===== src/rtl/id_ex_stage.sv =====
// ID/EX pipeline register with load-use hazard detection, flush/hold handling
// and saturating bubble/flush performance counters.
module id_ex_stage #(
  parameter int unsigned CNT_W = 16
) (
  input  logic             clk,
  input  logic             rst_n,
  input  logic             id_valid,
  input  logic             id_branch,
  input  logic             id_memread,
  input  logic             id_memtoreg,
  input  logic             id_memwrite,
  input  logic             id_alusrc,
  input  logic             id_regwrite,
  input  logic [1:0]       id_aluop,
  input  logic [31:0]      id_pc,
  input  logic [31:0]      id_rs1_data,
  input  logic [31:0]      id_rs2_data,
  input  logic [31:0]      id_imm,
  input  logic [4:0]       id_rs1,
  input  logic [4:0]       id_rs2,
  input  logic [4:0]       id_rd,
  input  logic [3:0]       id_funct,
  input  logic             flush,
  input  logic             ex_hold,
  output logic             ex_valid,
  output logic             ex_branch,
  output logic             ex_memread,
  output logic             ex_memtoreg,
  output logic             ex_memwrite,
  output logic             ex_alusrc,
  output logic             ex_regwrite,
  output logic [1:0]       ex_aluop,
  output logic [31:0]      ex_pc,
  output logic [31:0]      ex_rs1_data,
  output logic [31:0]      ex_rs2_data,
  output logic [31:0]      ex_imm,
  output logic [4:0]       ex_rs1,
  output logic [4:0]       ex_rs2,
  output logic [4:0]       ex_rd,
  output logic [3:0]       ex_funct,
  output logic             stall,
  output logic [CNT_W-1:0] bubble_count,
  output logic [CNT_W-1:0] flush_count
);

  logic uses_rs2;
  logic load_use;
  logic take_bubble;
  logic capture;

  always_comb begin
    uses_rs2    = !id_alusrc || id_memwrite;
    load_use    = id_valid && ex_valid && ex_memread && (ex_rd != '0) &&
                  ((ex_rd == id_rs1) || (uses_rs2 && (ex_rd == id_rs2)));
    take_bubble = !flush && !ex_hold && load_use;
    capture     = !flush && !ex_hold && !load_use;
    // ex_hold is ignored in reset; ex_valid is already 0 so load_use is too
    stall       = rst_n && !flush && (load_use || ex_hold);
  end

  always_ff @(posedge clk or negedge rst_n) begin
    if (!rst_n) begin
      ex_valid    <= 1'b0;
      ex_branch   <= 1'b0;
      ex_memread  <= 1'b0;
      ex_memtoreg <= 1'b0;
      ex_memwrite <= 1'b0;
      ex_alusrc   <= 1'b0;
      ex_regwrite <= 1'b0;
      ex_aluop    <= '0;
    end else if (flush || take_bubble) begin
      ex_valid    <= 1'b0;
      ex_branch   <= 1'b0;
      ex_memread  <= 1'b0;
      ex_memtoreg <= 1'b0;
      ex_memwrite <= 1'b0;
      ex_alusrc   <= 1'b0;
      ex_regwrite <= 1'b0;
      ex_aluop    <= '0;
    end else if (capture) begin
      ex_valid    <= id_valid;
      ex_branch   <= id_valid && id_branch;
      ex_memread  <= id_valid && id_memread;
      // memtoreg is meaningless without regwrite; stores/branches may carry junk
      ex_memtoreg <= id_valid && id_regwrite && id_memtoreg;
      ex_memwrite <= id_valid && id_memwrite;
      ex_alusrc   <= id_valid && id_alusrc;
      ex_regwrite <= id_valid && id_regwrite;
      ex_aluop    <= id_valid ? id_aluop : 2'b00;
    end
  end

  // Datapath fields only move on a real capture; bubbles leave them stale.
  always_ff @(posedge clk or negedge rst_n) begin
    if (!rst_n) begin
      ex_pc       <= '0;
      ex_rs1_data <= '0;
      ex_rs2_data <= '0;
      ex_imm      <= '0;
      ex_rs1      <= '0;
      ex_rs2      <= '0;
      ex_rd       <= '0;
      ex_funct    <= '0;
    end else if (capture) begin
      ex_pc       <= id_pc;
      ex_rs1_data <= id_rs1_data;
      ex_rs2_data <= id_rs2_data;
      ex_imm      <= id_imm;
      ex_rs1      <= id_rs1;
      ex_rs2      <= id_rs2;
      ex_rd       <= id_rd;
      ex_funct    <= id_funct;
    end
  end

  always_ff @(posedge clk or negedge rst_n) begin
    if (!rst_n) begin
      bubble_count <= '0;
      flush_count  <= '0;
    end else begin
      if (take_bubble && (bubble_count != '1)) bubble_count <= bubble_count + 1'b1;
      if (flush && (flush_count != '1))        flush_count  <= flush_count + 1'b1;
    end
  end

endmodule


===== config.mk =====
export PLATFORM = sky130hd
export DESIGN_NAME = id_ex_stage
export DESIGN_NICKNAME = d
export VERILOG_FILES = /design/src/rtl/id_ex_stage.sv
export SDC_FILE = /design/constraint.sdc
export NUM_CORES = 1
export LEC_CHECK = 0
export CAP_MARGIN = 20
export CORE_ASPECT_RATIO = 2
export CORE_MARGIN = 8
export CORE_UTILIZATION = 40
export CTS_CLUSTER_SIZE = 40
export DETAILED_ROUTE_END_ITERATION = 8
export GPL_TIMING_DRIVEN = 0
export PLACE_DENSITY = 0.77
export SLEW_MARGIN = 15
export SYNTH_ARGS = -nofsm -noshare
export SYNTH_HDL_FRONTEND = slang
export SYNTH_SLANG_ARGS = --single-unit

===== constraint.sdc =====
create_clock -name clk -period 2.4 [get_ports clk]
set_input_delay 0.24 -clock clk [delete_from_list [all_inputs] [get_ports clk]]
set_output_delay 0.24 -clock clk [all_outputs]
set_load 0.02 [all_outputs]

==> results.toml, run 1 <==
[status]
run_status = "complete, no violations"

[pwr]
power_density_mw_per_mm2 = 750
p_total_w = 0.00947
ir_drop_mv = 0.525
static-leakage-power_nw = 5.39

[hold_path]
hold_start = "id_rs2_data[25]"
min_path_cells = 2
min_to = "ex_rs2_data[25]"
hp-class = "input pin to flop"

[clock_tree]
cts_tree = "yes"
clk_pin_slew_ns = 0.07
cts.sinks = 188
cts_buffer_depth = 2
cts_buffers = 17
root_buffer = "clkbuf_16"
cts.htree.levels = 4
clk_latency_ns = 0.44

[synth]
synthCells = 498
synthArstFlopShare_pct = 100
synth_area_leaders = "dfrtp_1 59%, mux2_4 19%, mux2_1 4.2%, xnor2_1 3.9%, buf_12 2.8%"
synth_seq_area_share_pct = 58.8
syn_nets = 660
ys_warn_count = 0
synth.most_common_cell = "dfrtp_1"
synth_top_area_share_pct = 58.8
syn_area_mm2 = 0.00800
synth_cell_type_count = 38
synth_ff_type = "dfrtp_1"
synth_commonest_cells = "188 x dfrtp_1, 100 x mux2_4, 36 x xnor2_1"
synth_edf_count = 0
yosysTopAreaCell = "dfrtp_1"
synth_seq_cells = 188
avgSynthCellArea_um2 = 16.1

[global_routing]
grt_pass1_wl_um = 36300
grt_pass1_vias = 6116
grt_usage_pct = 19.7
grt_start_max_net_pins = 100
grt_antenna_before_repair = 3
grt_overflow = 0

[sta]
relSlewSlack_pct = 49.6
setup_slack_ns = 0.0560
fmax_mhz = 427
skew_ns = 0.00888
hold_violations = 0
report.final.slew_viol_count = 0
rsz0062_at_grt = "yes"
timing.final.crit_share_pct = 97.7
finalCriticalPeriod_ns = 2.34
finalSetupViolCount = 0
worst_pin_slew_ns = 0.756

[place]
dp_worst_setup_slack_ns = -0.776
portBuffers = 348
globalplace.congestion = 0.831
dp.cells = 1109
dp_hpwl_um = 19000

[detailed_routing]
drtAntennaViolNets = 0
viasPerCell = 4.83
initialDrtViolationCount = 175
post_drt_wl_per_cell_um = 21.3
finalWirelength_um = 24600
drtPass1Iterations = 4
drc = 0
vias = 5559

[critical_path]
crit_required_ns = 2.72
path_class = "flop to flop"
cp.arrival_ns = 2.66
end_kind = "flop"
worst_path_max_delay_cell = "or4_4"
critPathMaxFanout = 10
cp_top_family = "simple AND/OR/NAND/NOR gates"
crit_buf_inv = 2
crit_path_start_kind = "flop"
timing.rr.end = "ex_rs2_data[8]"
r2r_start = "ex_rd[4]"
path_cells = "or4_4 > o21a_4 > a21oi_4 > bufbuf_16 > buf_12 > mux2_4"
reg2reg_depth = 6
rrSetupSlack_ns = 0.06
max_stage_delay_ns = 0.56

[die]
initial_core_util_pct = 40.6
dieWidth_um = 116
die_y_um = 216
core-area_mm2 = 0.0197
dieArea_mm2 = 0.0251
io_pins = 349
row_count = 73

[final_layout]
area_growth_pct = 57.8
layout-drive-gt1-share_pct = 21.2
layout.nets = 1037
fillers = 1533
final_cells = 1152

[run]
cap_violations = 0
[report_power, final]
group	internal, W	total, W	switching, W	leakage, nW
combinational	0.00153	0.00270	0.00117	2.82
sequential	0.00360	0.00392	0.000315	2.28
clock	0.00164	0.00285	0.00121	0.285
total	0.00678	0.00947	0.00270	5.39
[flip-flops by register name (all words and copies together), names as in the netlist, 2 cells and up]
register and flops:
ex_pc 32, ex_aluop 2, ex_rs1_data 32, ex_rs1 5, bubble_count 16, ex_rs2 5
ex_imm 32, flush_count 16, ex_funct 4, ex_rd 5, ex_rs2_data 32
[layer usage]
layer	track usage [%]	share of wire [%]	up-vias
met3	5.79	7.2	44
li1	-	-	2521
met1	18.6	33	2771
met4	9.97	3.5	0
met2	36.6	56	223
met5	0	0	-
[worst max-delay path by stage]
| stage | start | to | cells past startpoint |
|---|---|---|---|
| CTS | ex_rd[1] | ex_rs2_data[16] | 7 |
| finish | ex_rd[4] | ex_rs2_data[8] | 6 |
| floorplan | ex_rd[0] | stall | 6 |
| detailed placement | id_rs2[1] | stall | 8 |
| global route | ex_rd[3] | stall | 7 |
| global placement | rst_n | ex_rs2_data[27] | 1 |
[cell usage in the layout, fill, tap and decap left out, drive strengths merged, types with 10 or more instances in the layout]
cell type | Yosys | layout
and3 | 10 | 10
buf | 18 | 27
clkbuf | 2 | 25
clkdlybuf4s50 | 0 | 346
dfrtp | 188 | 188
mux2 | 149 | 149
nand2 | 13 | 13
nand3 | 15 | 15
nand4 | 17 | 17
xnor2 | 36 | 36
[kinds of logic after synthesis]
family	synth area share, %
xor gates and xnor gates	4.27
and+or+nand+nor	5.03
AOI/OAI and AO/OA	2.20
adders and majority gates	0.313
DFF	58.8
muxes	25.7
buffers and inverters	3.75
[layout make-up]
type                            instances  area (um^2)  area share (%)
Timing Repair Buffer                  359         3650            28.9
Multi-Input combinational cell        287         3020            23.9
Tap cell                              262          328            2.60
Clock inverter                          8          110           0.872
Inverter                                3         11.3          0.0891
Buffer                                 19          317            2.51
Clock buffer                           22          484            3.83
Antenna cell                            4         10.0          0.0792
Sequential cell                       188         4710            37.3
[repair_timing]
item,in CTS,in global routing
endpoints found under the hold margin,97,0
gates cloned,1,1
gates resized for setup,15,9
pin swaps,2,4
hold buffers,1,0
buffers inserted,4,3
setup endpoints to repair,131,125
[worst reg2reg max path: cells and delay by family (launching register included)]
kind / cells / cell delay, ns
simple gates: 1 / 0.56
buf+inv: 2 / 0.47
compound gates: 2 / 0.45
flops: 1 / 0.44
mux: 1 / 0.31
[through the flow]
step           cell area [um^2]  setup TNS [ns]  hold slack, ns  util, %
2_1_floorplan              8000               0         -0.0556        -
3_3_place_gp              11800        -1304.12           0.459     59.9
3_5_place_dp              11800          -18.89           0.314     60.1
4_1_cts                   12600        -0.00409           0.371     63.6
5_1_grt                   12600          -0.291           0.388     64.0
6_report                  12600               0           0.400     64.0
(Power assumes the default switching activity.)
==> run 2, diff against run 1 <==
Settings changed: CORE_UTILIZATION 40 to 42, PLACE_DENSITY 0.77 to 0.8.
==> run 2 against run 1 <==
The flow now finishes with violations (hold timing). Clock skew is 0.0020 ns higher. Flip-flop and latch count stayed put. Worst setup slack lost 0.0011 ns. Non-clock buffer count is 3 lower. Sequential share of layout area about the same. Combinational power barely moved. Clock power grew 13%. Register-to-register slack hardly changed. Routed wire length rose by 1.1%. Cell area hardly changed. Largest power group unchanged.
==> results.toml, run 2 (synthesis gave the netlist of run 1 again) <==
[sta]
holdWs_ns = -0.200
report.final.slew_viol_count = 0
relSlewSlack_pct = 50.9
setup-tns-final_ns = 0
skew_ns = 0.0109
timing.final.crit_share_pct = 97.7
rsz0062_at_grt = "yes"
finalCriticalPeriod_ns = 2.35
fmax_mhz = 426
hold_violations = 92
finalSetupViolCount = 0
worst_pin_slew_ns = 0.737

[detailed_routing]
finalWirelength_um = 24800
viasPerCell = 4.87
drtAntennaViolNets = 0
post_drt_wl_per_cell_um = 21.7
drc = 0
drtPass1Iterations = 4
vias = 5567
initialDrtViolationCount = 177

[final_layout]
final_common_cell = "clkdlybuf4s50_1"
ff_latch_area_mm2 = 0.00471
layout_common_cells = "346 x clkdlybuf4s50_1, 183 x dfrtp_1, 100 x mux2_4"
layout.nets = 1034
utilization_pct = 67.4
multiInputGateArea_mm2 = 0.00303
fillers = 1360
layout-drive-gt1-share_pct = 21.5
design_area_mm2 = 0.0126
area_growth_pct = 57.9

[die]
initial_core_util_pct = 42.7
die_y_um = 211
core-area_mm2 = 0.0187
dieWidth_um = 114
io_pins = 349
dieArea_mm2 = 0.0240
row_count = 71

[clock_tree]
root_buffer = "clkbuf_16"
cts.htree.levels = 4
cts.sinks = 188
cts_buffers = 17
cts_buffer_depth = 2
clk_pin_slew_ns = 0.07
cts_tree = "yes"
clk_latency_ns = 0.43

[critical_path]
crit_path_start_kind = "flop"
crit_required_ns = 2.71
worst_path_max_delay_cell = "or4_4"
end_kind = "flop"
path_class = "flop to flop"
path_cells = "or4_4 > o21a_4 > a21oi_4 > bufbuf_16 > buf_12 > mux2_4"
max_stage_delay_ns = 0.57
rrSetupSlack_ns = 0.05
cp.arrival_ns = 2.65
critPathMaxFanout = 10

[place]
globalplace.congestion = 0.839
place_area_mm2 = 0.0118
dp_hpwl_um = 19000
portBuffers = 348

[pwr]
ir_drop_mv = 0.563
power_density_mw_per_mm2 = 777
static-leakage-power_nw = 5.41

[global_routing]
grt_pass1_wl_um = 37100
grt_usage_pct = 20.8
grt_start_max_net_pins = 98
grt_overflow = 0
grt_pass1_vias = 6091
grt_antenna_before_repair = 4

[hold_path]
hp-class = "input pin to asynchronous set/reset pin"

[run]
cap_violations = 0

[status]
run_status = "finished, violations left"
violations = "hold timing"
==> run 2: cell types whose count changed in the layout (fill, tap and decap cells not counted), sizes merged <==
cell and change:
clkbuf -4, bufinv +3, clkinv +1, clkinvlp -1, dlygate4sd3 -1, inv +1
==> run 2: worst paths after layout <==
path	cells past startpoint	from	end
hold / removal	1	rst_n	ex_pc[0]
setup / recovery	6	ex_rd[1]	ex_imm[27]
min in group clk	2	id_rs1_data[1]	ex_rs1_data[1]
setup reg to reg	6	ex_rd[1]	ex_imm[27]
max in group asynchronous	2	rst_n	ex_rd[1]
hold reg to reg	1	ex_rs2_data[18]	ex_rs2_data[18]
==> run 2: what timing repair did <==
| item | in CTS | in global routing |
|---|---|---|
| gates resized for setup | 12 | 8 |
| buffers inserted | 2 | 3 |
| endpoints found under the setup margin | 131 | 42 |
| gates cloned | 1 | 0 |
| pin swaps | 2 | 2 |
| endpoints found under the hold margin | 92 | 92 |
==> run 2: where the power goes <==
part	leakage [nW]	internal (W)	switching, W
logic	2.80	0.00153	0.00118
clock network	0.327	0.00195	0.00126
registers	2.28	0.00360	0.000307
==> run 2: stage by stage <==
stage / cells / power [W] / hold slack, ns / setup WS, ns
3_5_place_dp: 1102 / 0.00664 / 0.297 / -0.754
3_3_place_gp: 1101 / 0.00659 / 0.467 / -6.81
6_report: 1144 / 0.00982 / -0.200 / 0.0549
5_1_grt: 1144 / 0.0102 / -0.148 / -0.00665
4_1_cts: 1137 / 0.00992 / -0.175 / 0.00827
2_1_floorplan: 498 / 0.00518 / -0.0556 / 0.0918
==> run 2: routing by layer <==
metal	up-vias	GRT usage [%]	routed length (um)
met5	-	0	0
met4	0	9.53	635
met3	31	5.41	1510
met2	219	38.1	14000
met1	2801	21.5	8710
li1	2516	-	-
==> run 2: layout make-up <==
cell class	count	share of cell area, %
plain buffers	20	2.38
clock buffers	20	3.69
repair buffers	355	28.4
inverters	3	0.0891
diodes	4	0.0792
multi-input cells	287	24.0
flip-flops and latches	188	37.3
well taps	255	2.52
clock inverters	12	1.63
==> run 2: worst max-delay path: cells and delay by family (launching register included) <==
| family | cells | cell delay [ns] |
|---|---|---|
| compound gates | 2 | 0.43 |
| simple gates | 1 | 0.57 |
| buf+inv | 2 | 0.47 |
| flops | 1 | 0.46 |
| mux | 1 | 0.31 |
==> run 3, diff against run 2 <==
Settings changed: CORE_UTILIZATION 42 to 44, CTS_BUF_LIST from default to sky130_fd_sc_hd__clkbuf_8, PLACE_DENSITY 0.8 to 0.83.
==> run 3 against run 2 <==
The flow still finishes with violations (hold timing). Worst hold slack got worse by 0.016 ns. Register-to-register slack improved by 0.05 ns. Routed wire length decreased by 4.0%. Global-route usage decreased by 0.13 points. First-iteration DRC count decreased by 1.1%. Clock skew increased by 0.0043 ns. Combinational power about the same. Core utilization increased by 0.43 points. Die area decreased by 4.1%. Largest cell class unchanged.
==> results.toml, run 3 (synthesis gave the netlist of run 1 again) <==
[critical_path]
startpoint = "ex_rd[3]"
path_cells = "or4_4 > o21a_4 > a21oi_2 > nor3b_1 > buf_4"
max_stage_delay_ns = 0.56
r2r_start = "ex_rd[3]"
crit_path_start_kind = "flop"
crit_buf_inv = 1
crit_required_ns = 2.16
end_kind = "output port"
cp.arrival_ns = 2.08
critPathMaxFanout = 5
worst_path_max_delay_cell = "or4_4"
cp_top_family = "simple AND/OR/NAND/NOR gates"
path_class = "flop to output port"

[sta]
holdWs_ns = -0.216
finalCriticalPeriod_ns = 2.32
relSlewSlack_pct = 46.1
hold_violations = 104
rsz0062_at_grt = "yes"
worst_pin_slew_ns = 0.808
timing.final.crit_share_pct = 96.5
report.final.slew_viol_count = 0
skew_ns = 0.0152
finalSetupViolCount = 0
fmax_mhz = 432

[final_layout]
antenna_cells = 0
final_common_cell = "clkdlybuf4s50_1"
design_area_mm2 = 0.0122
utilization_pct = 67.9
layout.nets = 1033
layout_common_cells = "346 x clkdlybuf4s50_1, 183 x dfrtp_1, 100 x mux2_4"
layout-drive-gt1-share_pct = 21.3
area_growth_pct = 53.0
fillers = 1288

[pwr]
static-leakage-power_nw = 5.24
switching_share_pct = 30.5
intPower_w = 0.00591
power_density_mw_per_mm2 = 695
combPwrFrac_pct = 31.8
power_switching_w = 0.00260
pwr-share-seq_pct = 45.8
ir_drop_mv = 0.482
power.share.clock_pct = 22.3

[global_routing]
grt_pass1_vias = 6154
grt_antenna_before_repair = 0
grt_overflow = 0
grt_start_max_net_pins = 106
grt_usage_pct = 20.7
grt_pass1_wl_um = 37000

[place]
place_area_mm2 = 0.0118
portBuffers = 348
globalplace.congestion = 0.847
dp_hpwl_um = 18500

[clock_tree]
clk_pin_slew_ns = 0.09
cts.sinks = 188
cts_buffer_depth = 2
cts_buffers = 17
cts_tree = "yes"
cts.htree.levels = 4
root_buffer = "clkbuf_8"
clk_latency_ns = 0.45

[hold_path]
hp-class = "input pin to asynchronous set/reset pin"

[die]
core-area_mm2 = 0.0180
initial_core_util_pct = 44.4
row_count = 70
io_pins = 349
dieArea_mm2 = 0.0230
die_y_um = 207
dieWidth_um = 111

[status]
violations = "hold timing"
run_status = "finished, violations left"

[detailed_routing]
post_drt_wl_per_cell_um = 21.7
viasPerCell = 5.07
drtAntennaViolNets = 0
initialDrtViolationCount = 175
drc = 0
drtPass1Iterations = 4
finalWirelength_um = 23800
vias = 5563

[run]
cap_violations = 0
## run 3: metal layers
metal	wire length, um	share of wire (%)	track usage [%]
met4	289	1.2	5.22
met1	9570	40	24.6
met2	11300	47	32.5
met5	0	0	0
met3	2660	11	10.4
## run 3: final timing paths
check / to / slack, ns / depth (start not counted)
worst max register to register: ex_imm[11] / 0.10 / 6
max in group asynchronous: ex_rs2_data[12] / 1.72 / 2
worst min-delay path: flush_count[4] / -0.22 / 1
worst min register to register: ex_rs2_data[9] / 0.49 / 1
min in group clk: ex_rs1_data[0] / 0.38 / 2
worst max-delay path: stall / 0.08 / 5
## run 3: per-stage QoR
stage          setup TNS (ns)  power, W  cells  setup slack [ns]
3_5_place_dp           -23.27   0.00664   1063            -0.831
6_report                    0   0.00851   1098            0.0847
3_3_place_gp         -1277.24   0.00658   1062             -6.66
5_1_grt               -0.0197   0.00891   1098           -0.0197
2_1_floorplan               0   0.00518    498            0.0918
4_1_cts                     0   0.00860   1097           0.00390
## run 3: repair_timing
action	in CTS	in global routing
hold endpoints to repair	104	104
resized for setup	15	9
buffers inserted	4	1
endpoints found under the setup margin	119	18
pin swaps	2	6
## run 3: worst reg2reg max path, stage by stage, from the launching register on
cell     delay, ns
dfrtp_2       0.46
or4_4         0.56
o21a_4        0.24
a21oi_4       0.21
buf_12        0.22
buf_12        0.18
mux2_4        0.32
## run 3: final cells by class
class / count / area [um^2] / share of cell area, %
clock inverter: 10 / 71.3 / 0.583
tap: 216 / 270 / 2.21
buffer: 20 / 303 / 2.47
clock buffer: 20 / 275 / 2.25
inverter: 3 / 11.3 / 0.0920
sequential: 188 / 4710 / 38.5
timing repair buffer: 354 / 3550 / 29.0
multi-input combinational: 287 / 3050 / 24.9
## run 3: power groups by stage
stage	Combinational [W]	Sequential, W	Clock (W)
after CTS	0.00273	0.00390	0.00197
after detailed placement	0.00269	0.00395	0
after floorplan	0.000729	0.00445	0
after global placement	0.00265	0.00393	0
final	0.00271	0.00390	0.00190
after global routing	0.00285	0.00396	0.00209
